### config.mk
export PLATFORM = sky130hd
export DESIGN_NAME = uart_tx_device
export DESIGN_NICKNAME = d
export VERILOG_FILES = /design/src/rtl/uart_pkg.sv /design/src/rtl/sync_fifo.sv /design/src/rtl/uart_tx_device.sv
export SDC_FILE = /design/constraint.sdc
export NUM_CORES = 1
export LEC_CHECK = 0
export CAP_MARGIN = 10
export CELL_PAD_IN_SITES_DETAIL_PLACEMENT = 1
export CELL_PAD_IN_SITES_GLOBAL_PLACEMENT = 1
export CORE_MARGIN = 2
export CORE_UTILIZATION = 39
export CTS_BUF_LIST = sky130_fd_sc_hd__clkbuf_16
export DETAILED_ROUTE_END_ITERATION = 8
export PLACE_DENSITY_LB_ADDON = 0.1
export SLEW_MARGIN = 30
export SYNTH_ARGS = -nofsm -noshare
export SYNTH_HDL_FRONTEND = slang
export SYNTH_HIERARCHICAL = 1
export SYNTH_SLANG_ARGS = --single-unit
### constraint.sdc
create_clock -name clk -period 4.2 [get_ports clk]
set_clock_uncertainty 0.1 [all_clocks]
set_input_delay 1.26 -clock clk [delete_from_list [all_inputs] [get_ports clk]]
set_output_delay 1.26 -clock clk [all_outputs]
set_load 0.1 [all_outputs]
### src/rtl/uart_pkg.sv
// Shared UART definitions: register offsets, STATUS/CTRL bit positions and the
// transmit FSM state encoding, also used by the CPU-side software tests.
package uart_pkg;

    localparam logic [31:0] TXDATA_OFS = 32'h0;
    localparam logic [31:0] STATUS_OFS = 32'h4;
    localparam logic [31:0] CTRL_OFS   = 32'h8;

    localparam int unsigned STATUS_BUSY      = 0;
    localparam int unsigned STATUS_FULL      = 1;
    localparam int unsigned STATUS_EMPTY     = 2;
    localparam int unsigned STATUS_OVERFLOW  = 3;
    localparam int unsigned STATUS_COUNT_LSB = 4;

    localparam int unsigned CTRL_TX_EN  = 0;
    localparam int unsigned CTRL_IRQ_EN = 1;

    typedef enum logic [1:0] {
        ST_IDLE  = 2'd0,
        ST_START = 2'd1,
        ST_DATA  = 2'd2,
        ST_STOP  = 2'd3
    } tx_state_t;

endpackage

### src/rtl/sync_fifo.sv
// Synchronous FIFO with power-of-two depth; a push while full is accepted only
// when a pop happens on the same edge.
module sync_fifo #(
    parameter int unsigned WIDTH = 8,
    parameter int unsigned DEPTH = 4
) (
    input  logic                     clk,
    input  logic                     reset,
    input  logic                     push,
    input  logic                     pop,
    input  logic [WIDTH-1:0]         din,
    output logic [WIDTH-1:0]         dout,
    output logic                     full,
    output logic                     empty,
    output logic [$clog2(DEPTH):0]   count
);

    localparam int unsigned AW = $clog2(DEPTH);
    localparam int unsigned CW = AW + 1;

    logic [WIDTH-1:0] mem [DEPTH];
    logic [AW-1:0]    wr_ptr;
    logic [AW-1:0]    rd_ptr;
    logic             do_push;
    logic             do_pop;

    assign empty   = (count == '0);
    assign full    = (count == CW'(DEPTH));
    assign do_pop  = pop & ~empty;
    assign do_push = push & (~full | do_pop);
    assign dout    = mem[rd_ptr];

    always_ff @(posedge clk or posedge reset) begin
        if (reset) begin
            wr_ptr <= '0;
            rd_ptr <= '0;
            count  <= '0;
        end else begin
            if (do_push) wr_ptr <= wr_ptr + 1'b1;
            if (do_pop)  rd_ptr <= rd_ptr + 1'b1;
            case ({do_push, do_pop})
                2'b10:   count <= count + 1'b1;
                2'b01:   count <= count - 1'b1;
                default: count <= count;
            endcase
        end
    end

    always_ff @(posedge clk) begin
        if (do_push) mem[wr_ptr] <= din;
    end

endmodule

### src/rtl/uart_tx_device.sv
// Memory-mapped UART transmitter: bus register decode, TX FIFO, baud-timed
// 8N1 framing FSM and a level interrupt when the transmitter drains.
module uart_tx_device
    import uart_pkg::*;
#(
    parameter int unsigned BAUD_DIV   = 868,
    parameter int unsigned FIFO_DEPTH = 4,
    parameter logic [31:0] BASE_ADDR  = 32'h4000_0010
) (
    input  logic        clk,
    input  logic        reset,
    input  logic        MemRead,
    input  logic        MemWrite,
    input  logic [31:0] MemBus_Address,
    input  logic [31:0] MemBus_Write_Data,
    output logic [31:0] Device_Read_Data,
    output logic        uart_tx,
    output logic        irq
);

    localparam int unsigned CW          = $clog2(FIFO_DEPTH) + 1;
    localparam logic [15:0] BAUD_LAST   = 16'(BAUD_DIV - 1);
    localparam logic [31:0] TXDATA_ADDR = BASE_ADDR + TXDATA_OFS;
    localparam logic [31:0] STATUS_ADDR = BASE_ADDR + STATUS_OFS;
    localparam logic [31:0] CTRL_ADDR   = BASE_ADDR + CTRL_OFS;

    tx_state_t     state;
    logic [15:0]   baud_cnt;
    logic [7:0]    shift;
    logic [2:0]    bit_idx;
    logic          tx_en;
    logic          irq_en;
    logic          overflow;
    logic          busy;
    logic          sel_txdata, sel_status, sel_ctrl;
    logic          push, pop, start_frame;
    logic [7:0]    fifo_dout;
    logic          fifo_full, fifo_empty;
    logic [CW-1:0] fifo_count;
    logic          bus_unused;

    assign bus_unused = ^{MemBus_Address[1:0], MemBus_Write_Data[31:8]};

    assign sel_txdata = (MemBus_Address[31:2] == TXDATA_ADDR[31:2]);
    assign sel_status = (MemBus_Address[31:2] == STATUS_ADDR[31:2]);
    assign sel_ctrl   = (MemBus_Address[31:2] == CTRL_ADDR[31:2]);

    assign busy = (state != ST_IDLE);
    assign push = MemWrite & sel_txdata;
    // A frame may start from IDLE or directly from the last STOP cycle, so
    // back-to-back bytes leave no idle gap on the line.
    assign start_frame = tx_en & ~fifo_empty &
                         ((state == ST_IDLE) || (state == ST_STOP && baud_cnt == '0));
    assign pop = start_frame;

    sync_fifo #(
        .WIDTH(8),
        .DEPTH(FIFO_DEPTH)
    ) u_fifo (
        .clk   (clk),
        .reset (reset),
        .push  (push),
        .pop   (pop),
        .din   (MemBus_Write_Data[7:0]),
        .dout  (fifo_dout),
        .full  (fifo_full),
        .empty (fifo_empty),
        .count (fifo_count)
    );

    always_ff @(posedge clk or posedge reset) begin
        if (reset) begin
            tx_en    <= 1'b0;
            irq_en   <= 1'b0;
            overflow <= 1'b0;
            irq      <= 1'b0;
        end else begin
            if (MemWrite && sel_ctrl) begin
                tx_en  <= MemBus_Write_Data[CTRL_TX_EN];
                irq_en <= MemBus_Write_Data[CTRL_IRQ_EN];
            end
            if (push && fifo_full && !pop)
                overflow <= 1'b1;
            else if (MemWrite && sel_status && MemBus_Write_Data[STATUS_OVERFLOW])
                overflow <= 1'b0;
            irq <= irq_en & fifo_empty & ~busy;
        end
    end

    always_ff @(posedge clk or posedge reset) begin
        if (reset) begin
            state    <= ST_IDLE;
            baud_cnt <= '0;
            shift    <= '0;
            bit_idx  <= '0;
            uart_tx  <= 1'b1;
        end else begin
            case (state)
                ST_IDLE: begin
                    if (start_frame) begin
                        state    <= ST_START;
                        shift    <= fifo_dout;
                        baud_cnt <= BAUD_LAST;
                        uart_tx  <= 1'b0;
                    end
                end
                ST_START: begin
                    if (baud_cnt == '0) begin
                        state    <= ST_DATA;
                        bit_idx  <= '0;
                        baud_cnt <= BAUD_LAST;
                        uart_tx  <= shift[0];
                    end else begin
                        baud_cnt <= baud_cnt - 1'b1;
                    end
                end
                ST_DATA: begin
                    if (baud_cnt == '0) begin
                        baud_cnt <= BAUD_LAST;
                        bit_idx  <= bit_idx + 1'b1;
                        if (bit_idx == 3'd7) begin
                            state   <= ST_STOP;
                            uart_tx <= 1'b1;
                        end else begin
                            uart_tx <= shift[bit_idx + 3'd1];
                        end
                    end else begin
                        baud_cnt <= baud_cnt - 1'b1;
                    end
                end
                ST_STOP: begin
                    if (baud_cnt == '0) begin
                        if (start_frame) begin
                            state    <= ST_START;
                            shift    <= fifo_dout;
                            baud_cnt <= BAUD_LAST;
                            uart_tx  <= 1'b0;
                        end else begin
                            state <= ST_IDLE;
                        end
                    end else begin
                        baud_cnt <= baud_cnt - 1'b1;
                    end
                end
                default: state <= ST_IDLE;
            endcase
        end
    end

    always_comb begin
        Device_Read_Data = '0;
        if (MemRead) begin
            if (sel_status) begin
                Device_Read_Data[STATUS_BUSY]                = busy;
                Device_Read_Data[STATUS_FULL]                = fifo_full;
                Device_Read_Data[STATUS_EMPTY]               = fifo_empty;
                Device_Read_Data[STATUS_OVERFLOW]            = overflow;
                Device_Read_Data[STATUS_COUNT_LSB +: CW]     = fifo_count;
            end else if (sel_ctrl) begin
                Device_Read_Data[CTRL_TX_EN]  = tx_en;
                Device_Read_Data[CTRL_IRQ_EN] = irq_en;
            end
        end
    end

endmodule

* Word-level counts from Yosys, hierarchy flattened
Memory sizes are Yosys's and may differ from the RTL's. Index checks and enable logic that the tools add are counted.
Word-level totals: register bits after elaboration 41, latch bits 0, bits in writable memories 32, ROM bits 0, logic and storage cells 101, memories kept 1
Operators by class: add/subtract/negate cells 6, multiply operators 0, divide/modulo/power cells 0, magnitude comparators 1, equality and inequality tests 15, shifts and indexed selects 0, mux-type cells 34, bitwise operators 11, reduce and logical (&&, ||, !) cells 21
Memories:
- u_fifo.mem | depth 4, width 8, read ports 1, clocked after Yosys merged registers in 0, write ports 1, RTL line sync_fifo.sv:21 | logic [WIDTH-1:0] mem [DEPTH];
Operators with widths (number):
- 30-bit by 29-bit == test with 1-bit output, second input constant | 3
- 16-bit 2-to-1 mux | 3
- 16-bit case mux with 3 select lines | 1
- 16-bit logical NOT | 1
- 8-bit 2-to-1 mux | 2
- 8-bit case mux with 2 select lines | 1
- 16-bit by 1-bit subtractor with 16-bit output, second input constant | 1
- 2-bit 2-to-1 mux | 7
- 3-bit case mux with 2 select lines | 2
- 1-bit 2-to-1 mux | 11
- 2-bit nonzero test | 5
- 2-bit != test, second input constant | 4
- 2-bit case mux with 4 select lines | 1
- 1-bit bitwise AND | 7
- 7-bit 2-to-1 mux | 1
- 3-bit by 1-bit adder with 3-bit output, second input constant | 2
- 2-bit == test, second input constant | 3
- 3-bit == test, second input constant | 2
- 1-bit logical AND | 6
- 3-bit 2-to-1 mux | 2
- 3-bit AND reduction | 2
- 5-bit 2-to-1 mux | 1
- 5-bit AND reduction | 1
- 2-bit by 1-bit adder with 2-bit output, second input constant | 2
- 14 further kinds | 17

* Longest topological paths before layout
Gate-level depths: netlist of run 1.
word-level depth 9, mapped depth 14, depth with buffers taken out 14

* Cells and area by module
Netlist of run 1, hierarchy kept.
By module, submodules not included:
- uart_tx_device | instances 1, cells an instance 257, area each 2388.5 um2, sequential area each 852.1 um2
- sync_fifo | instances 1, cells an instance 81, area each 1591.5 um2, sequential area each 1136.1 um2

* Worst setup path after synthesis of run 1
OpenSTA, ideal clock, no wires.
path kind input-to-output, from input MemBus_Address[22], to output Device_Read_Data[0], arrival 3478 ps, data required time 2840 ps, path slack -638 ps, cell stages on the path 5, buffers on the path 0, path through nor4b_1 > nand4_1 > nor2_1 > nand3_1 > o2bb2ai_1
On the way: word-level cells in the longest chain between the ends 4
RTL lines:
- start, declared | RTL line uart_tx_device.sv:14 | input logic [31:0] MemBus_Address,
- 30-bit by 29-bit == test with 1-bit output | RTL line uart_tx_device.sv:46 | assign sel_ctrl = (MemBus_Address[31:2] == CTRL_ADDR[31:2]);
- 2-bit 2-to-1 mux | RTL line uart_tx_device.sv:159 | end else if (sel_ctrl) begin
- 2-bit 2-to-1 mux * | RTL line uart_tx_device.sv:153 | if (sel_status) begin
- 7-bit 2-to-1 mux * | RTL line uart_tx_device.sv:152 | if (MemRead) begin
- end, declared | RTL line uart_tx_device.sv:16 | output logic [31:0] Device_Read_Data,
Every way passes the cells marked *; elsewhere a longest branch is shown, timed or not.

* Final worst setup path of run 1
from input MemBus_Address[15], to output Device_Read_Data[1]
The elaborated chain is that of the path after synthesis.

==> results of run 1 <==
[worst max-delay path, cell delays in order]
cell             delay (ns)
clkdlybuf4s15_1        0.16
nor4_1                 0.26
nand4_1                0.17
or3b_4                 0.43
nor2b_4                0.18
a2bb2o_4               0.16
buf_12                 0.17
[stage by stage]
stage | instances | area, um^2
2_1_floorplan | 362 | 4090
3_3_place_gp | 526 | 4700
3_5_place_dp | 526 | 4700
4_1_cts | 545 | 5112
5_1_grt | 545 | 5117
6_report | 545 | 5117
[where the power goes]
group | internal, mW | switching [mW] | total (mW)
logic | 0.0444 | 0.155 | 0.199
clock network | 0.472 | 0.331 | 0.803
registers | 0.747 | 0.00135 | 0.749
[final cells by class]
| cell class | instances | area, um^2 | area share |
|---|---|---|---|
| Sequential cell | 73 | 1988 | 0.3885 |
| Timing Repair Buffer | 64 | 641.9 | 0.1254 |
| Multi-Input combinational cell | 229 | 1899 | 0.3711 |
| Clock buffer | 9 | 225.2 | 0.04401 |
| Clock inverter | 7 | 83.83 | 0.01638 |
| Inverter | 30 | 112.6 | 0.02200 |
| Tap cell | 133 | 166.4 | 0.03252 |
[worst min path at each step]
stage	startpoint	endpoint	slack [ns]	cells after the start
2_1_floorplan	baud_cnt[15]	baud_cnt[15]	0.34	1
3_3_place_gp	baud_cnt[15]	baud_cnt[15]	0.38	1
3_5_place_dp	baud_cnt[15]	baud_cnt[15]	0.39	1
4_1_cts	baud_cnt[15]	baud_cnt[15]	0.40	1
5_1_grt	baud_cnt[15]	baud_cnt[15]	0.43	1
6_report	baud_cnt[15]	baud_cnt[15]	0.40	1
[sequential cells by signal, summed over array words and instances (netlist names), 2 cells and up]
| signal | count |
|---|---|
| u_fifo/wr_ptr | 2 |
| bit_idx | 3 |
| state | 2 |
| baud_cnt | 16 |
| u_fifo/count | 3 |
| shift | 8 |
| u_fifo/mem | 32 |
| u_fifo/rd_ptr | 2 |
[cell usage after synthesis (7+ instances only)]
cell,n
edfxtp_1,32
o21ai_0,11
a21oi_1,11
dfrtp_1,40
and3_1,7
nor3_1,11
buf_4,25
nor2_1,23
nor4_1,8
nand2_1,9
mux2_2,10
mux4_2,10
inv_1,30
ha_1,14
[routing by layer]
metal	track usage	vias up	share of wire
li1	-	1349	-
met1	0.2272	1413	0.44
met2	0.3001	42	0.52
met3	0.03805	13	0.029
met4	0.05333	0	0.014
met5	0	-	0
[timing repair]
item	in CTS	in global routing
resized for setup	50	16
pin swaps	13	10
buffers inserted	3	1
setup endpoints to repair	7	7
[logic make-up (layout without fill, tap and decap cells)]
family | count (synthesis) | in the layout | synth area share
flops | 73 | 73 | 0.4995
simple gates | 93 | 93 | 0.1349
mux | 22 | 22 | 0.09117
buf+inv | 60 | 110 | 0.08048
other cells | 1 | 25 | 0.0009422
compound gates | 68 | 68 | 0.1308
xor+xnor | 6 | 6 | 0.01321
fa+ha+maj | 15 | 15 | 0.04904
==> reports/metrics.cfg, run 1 <==
[worst_setup_path]
cp.arrival_ns = 2.80
crit_path_start = MemBus_Address[15]
timing.rr.start = u_fifo/count[0]
rr_endpoint = u_fifo/count[2]
crit_type = in -> out
r2r_cells = 13
endpoint = Device_Read_Data[1]
rrSetupSlack_ns = 0.99
cp-end-kind = output pin
cp-start-kind = primary input
crit_required_ns = 2.84
crit_path_max_fanout = 2

[die]
rows = 36
start_util = 0.4053
die-area_um2 = 11030
die_x_um = 105.0
ios = 102
coreArea_um2 = 9819
die_h_um = 105.0

[power]
peakVddDrop_mv = 0.2170
finalPower_mw = 1.751
powerDensity_nw_per_um2 = 342.1
leakage_nw = 2.235

[logic_synthesis]
synthFlopType = dfrtp_1
ys_seq_area_frac = 0.4995
avgSynthCellArea_um2 = 11.78
yosysWarningCount = 6
synth_cell_types = 63
yosysTopAreaCell = dfrtp_1
async_reset_ff_frac = 0.5616
syn_inst = 338
syn_area_um2 = 3980
synthTopCellsByArea = dfrtp_1 (25%), edfxtp_1 (24%), mux4_2 (5.7%), buf_4 (4.7%), ha_1 (4.4%)
yosys.area.top_type_share = 0.2515
synth_edf_count = 32
ys_ff_latch = 73

[sta]
slew_headroom = 0.3481
hold_ws_ns = 0.3964
finalSetupViolations = 0
finalHoldViolCount = 0
setup_slack_ns = 0.04232
period_share = 0.9899
tns_ns = 0
tightest_slew_ns = 0.9748
slew_violations = 0
clock.fmax_mhz = 240.5
min_period_ns = 4.158

[final_layout]
final_core_util = 0.5212
final_cell_mix = dfrtp_1 (40), edfxtp_1 (32), inv_1 (30)
layout.nets = 490
fillers = 1082
drive_above_1_share = 0.2306
antennaDiodeCount = 0
layout_commonest_cell = dfrtp_1
area_growth_pct = 28.58

[grt]
grt_max_degree = 35
grt_use_total = 0.1772
grt_pass1_vias = 3029
antenna_found_initial = 0
grt_pass1_wl_um = 15370
overflow = 0

[clock_tree]
clock_latency_ns = 0.34
cts_root_buf = clkbuf_16
numCtsBuffers = 9
cts_hold_buf = 0
clk_pin_slew_ns = 0.06
clock-sinks = 73
cts_buffer_depth = 2
cts_tree = yes
cts_max_level = 3

[run_status]
outcome = complete, no violations

[placed_design]
gp_congestion = 0.7986
dp_worst_setup_slack_ns = -0.4786
io_buffers = 50
dp_hpwl_um = 6765

[routing]
num_vias = 2817
drtPass1Iterations = 4
ant_nets = 0
avgViaCountPerCell = 5.169
avgRoutedWirePerCell_um = 16.94
drc_errors = 0
drt-initial-drc-count = 83
drt_wl_total_um = 9233

[min_path]
hold_path_class = reg -> reg

[flow_run]
maxCapViolCount = 0

(Power assumes the default switching activity.)
==> run 2: changes to the inputs <==
--- a/config.mk
+++ b/config.mk
@@ -12,7 +12,7 @@
 export CORE_UTILIZATION = 39
 export CTS_BUF_LIST = sky130_fd_sc_hd__clkbuf_16
 export DETAILED_ROUTE_END_ITERATION = 8
-export PLACE_DENSITY_LB_ADDON = 0.1
+export PLACE_DENSITY_LB_ADDON = 0.12
 export SLEW_MARGIN = 30
 export SYNTH_ARGS = -nofsm -noshare
 export SYNTH_HDL_FRONTEND = slang
==> run 2 against run 1 <==
Net effect:
- global-route usage increased by 0.29 points
- critical endpoint unchanged
- total power shrank 1.4%
- highest routed layer unchanged
- non-clock buffer count decreased by 2
- routed wire length increased by 0.30%
==> reports/metrics.cfg, run 2 (synthesis results as in run 1) <==
[grt]
grt_pass1_vias = 2992  ; -1.2%
antenna_found_initial = 0  ; unchanged
overflow = 0  ; unchanged
grt_use_total = 0.1801  ; +0.002899
grt_pass1_wl_um = 15510  ; +0.90%
grt_max_degree = 35  ; unchanged

[clock_tree]
clk_pin_slew_ns = 0.06  ; about the same
numCtsBuffers = 9  ; unchanged
cts_buffer_depth = 2  ; unchanged
clock_latency_ns = 0.34  ; about the same
cts_root_buf = clkbuf_16
cts_hold_buf = 0  ; unchanged
cts_tree = yes
cts_max_level = 3  ; unchanged
clock-sinks = 73  ; unchanged

[die]
die-area_um2 = 11030  ; unchanged
die_x_um = 105.0  ; unchanged
coreArea_um2 = 9819  ; unchanged
die_h_um = 105.0  ; unchanged
start_util = 0.4053  ; unchanged
ios = 102  ; unchanged
rows = 36  ; unchanged

[power]
powerDensity_nw_per_um2 = 339.7  ; -0.72%
finalPower_mw = 1.726  ; -1.4%
leakage_nw = 2.220  ; -0.67%
peakVddDrop_mv = 0.2646  ; +22%

[placed_design]
gp_congestion = 0.7895  ; -1.1%
dp_hpwl_um = 6825  ; +0.89%
io_buffers = 50  ; unchanged
dpl_cell_area_um2 = 4684  ; -0.32%
dp_worst_setup_slack_ns = -0.5274  ; -0.04877 ns
dp_cells = 524  ; -0.38%

[final_layout]
drive_above_1_share = 0.2293  ; -0.001314
largest_register_ffs = 32  ; unchanged
layoutNonFillerInstCount = 543  ; -0.37%
layout.nets = 488  ; -0.41%
largest-register = u_fifo/mem
final_core_util = 0.5175  ; -0.003695
area_growth_pct = 27.66
top_regs = u_fifo/mem x32, baud_cnt x16, shift x8
final_cell_mix = dfrtp_1 (40), edfxtp_1 (32), inv_1 (30)
post-route-cell-area_um2 = 5081  ; -0.71%
layout_commonest_cell = dfrtp_1
antennaDiodeCount = 0  ; unchanged

[routing]
drtPass1Iterations = 4  ; unchanged
drt-initial-drc-count = 40  ; -52%
drc_errors = 0  ; unchanged
avgRoutedWirePerCell_um = 17.06  ; +0.67%
ant_nets = 0  ; unchanged
num_vias = 2776  ; -1.5%
drt_wl_total_um = 9261  ; +0.30%
avgViaCountPerCell = 5.112  ; -1.1%

[sta]
finalSetupViolations = 0  ; unchanged
finalHoldViolCount = 0  ; unchanged
slew_headroom = 0.3557  ; +0.007610
slew_violations = 0  ; unchanged
period_share = 0.9825  ; -0.007442
rsz0062_at_grt = false
tns_ns = 0  ; unchanged
clock.fmax_mhz = 242.3  ; +0.76%
setup_slack_ns = 0.07357  ; +0.03125 ns
min_period_ns = 4.126  ; -0.03125 ns
tightest_slew_ns = 0.9634  ; -0.01138 ns
hold_ws_ns = 0.4042  ; +0.007877 ns

[worst_setup_path]
cp.arrival_ns = 2.77  ; -0.03 ns
crit_path_max_fanout = 2  ; unchanged
rrSetupSlack_ns = 0.94  ; -0.05 ns
cp-end-kind = output pin
crit_required_ns = 2.84  ; about the same
crit_type = in -> out
cp-start-kind = primary input

[flow_run]
maxCapViolCount = 0  ; unchanged

[run_status]
outcome = complete, no violations

[min_path]
hold_path_class = reg -> reg

run 2: worst max-delay path: stages:
cell and delay [ns]:
dlygate4sd2_1 0.24, nor4b_2 0.28, nand4_1 0.17, nor2_2 0.16, nand3_2 0.13, buf_6 0.15
a2bb2o_4 0.21, buf_12 0.17
run 2: layer usage:
metal	vias up	GRT usage	wire length, um
met4	0	0.05143	90
met5	-	0	0
met1	1379	0.2301	4107
met3	9	0.04803	331
li1	1334	-	-
met2	54	0.3006	4731
run 2: power breakdown:
group          leakage, nW  internal (mW)  switching (mW)
Combinational         1.23         0.0442           0.155
Sequential           0.841          0.748         0.00142
Clock                0.148          0.466           0.312
Total                 2.22           1.26           0.468
run 2: repair_timing:
| action | CTS | global route |
|---|---|---|
| cloned | 0 | 0 |
| resized for setup | 49 | 17 |
| pin swaps | 12 | 11 |
| endpoints found under the setup margin | 7 | 7 |
| buffers inserted | 3 | 0 |
run 2: area by class of cell:
cell class | instances | area (um^2)
fill | 1082 | 4738
sequential | 73 | 1988
multi-input combinational | 229 | 1893
timing repair buffer | 62 | 618.1
clock buffer | 9 | 225.2
tap | 133 | 166.4
inverter | 30 | 112.6
clock inverter | 7 | 77.57
run 2: path summary, 6_finish.rpt:
kind                                    start                  end  cells past startpoint
setup reg to reg              u_fifo/count[0]      u_fifo/count[2]                     13
min in group asynchronous               reset     u_fifo/rd_ptr[1]                      2
hold / removal                       shift[5]             shift[5]                      1
max in group asynchronous               reset              uart_tx                      3
setup / recovery           MemBus_Address[27]  Device_Read_Data[1]                      8
hold reg to reg                      shift[5]             shift[5]                      1
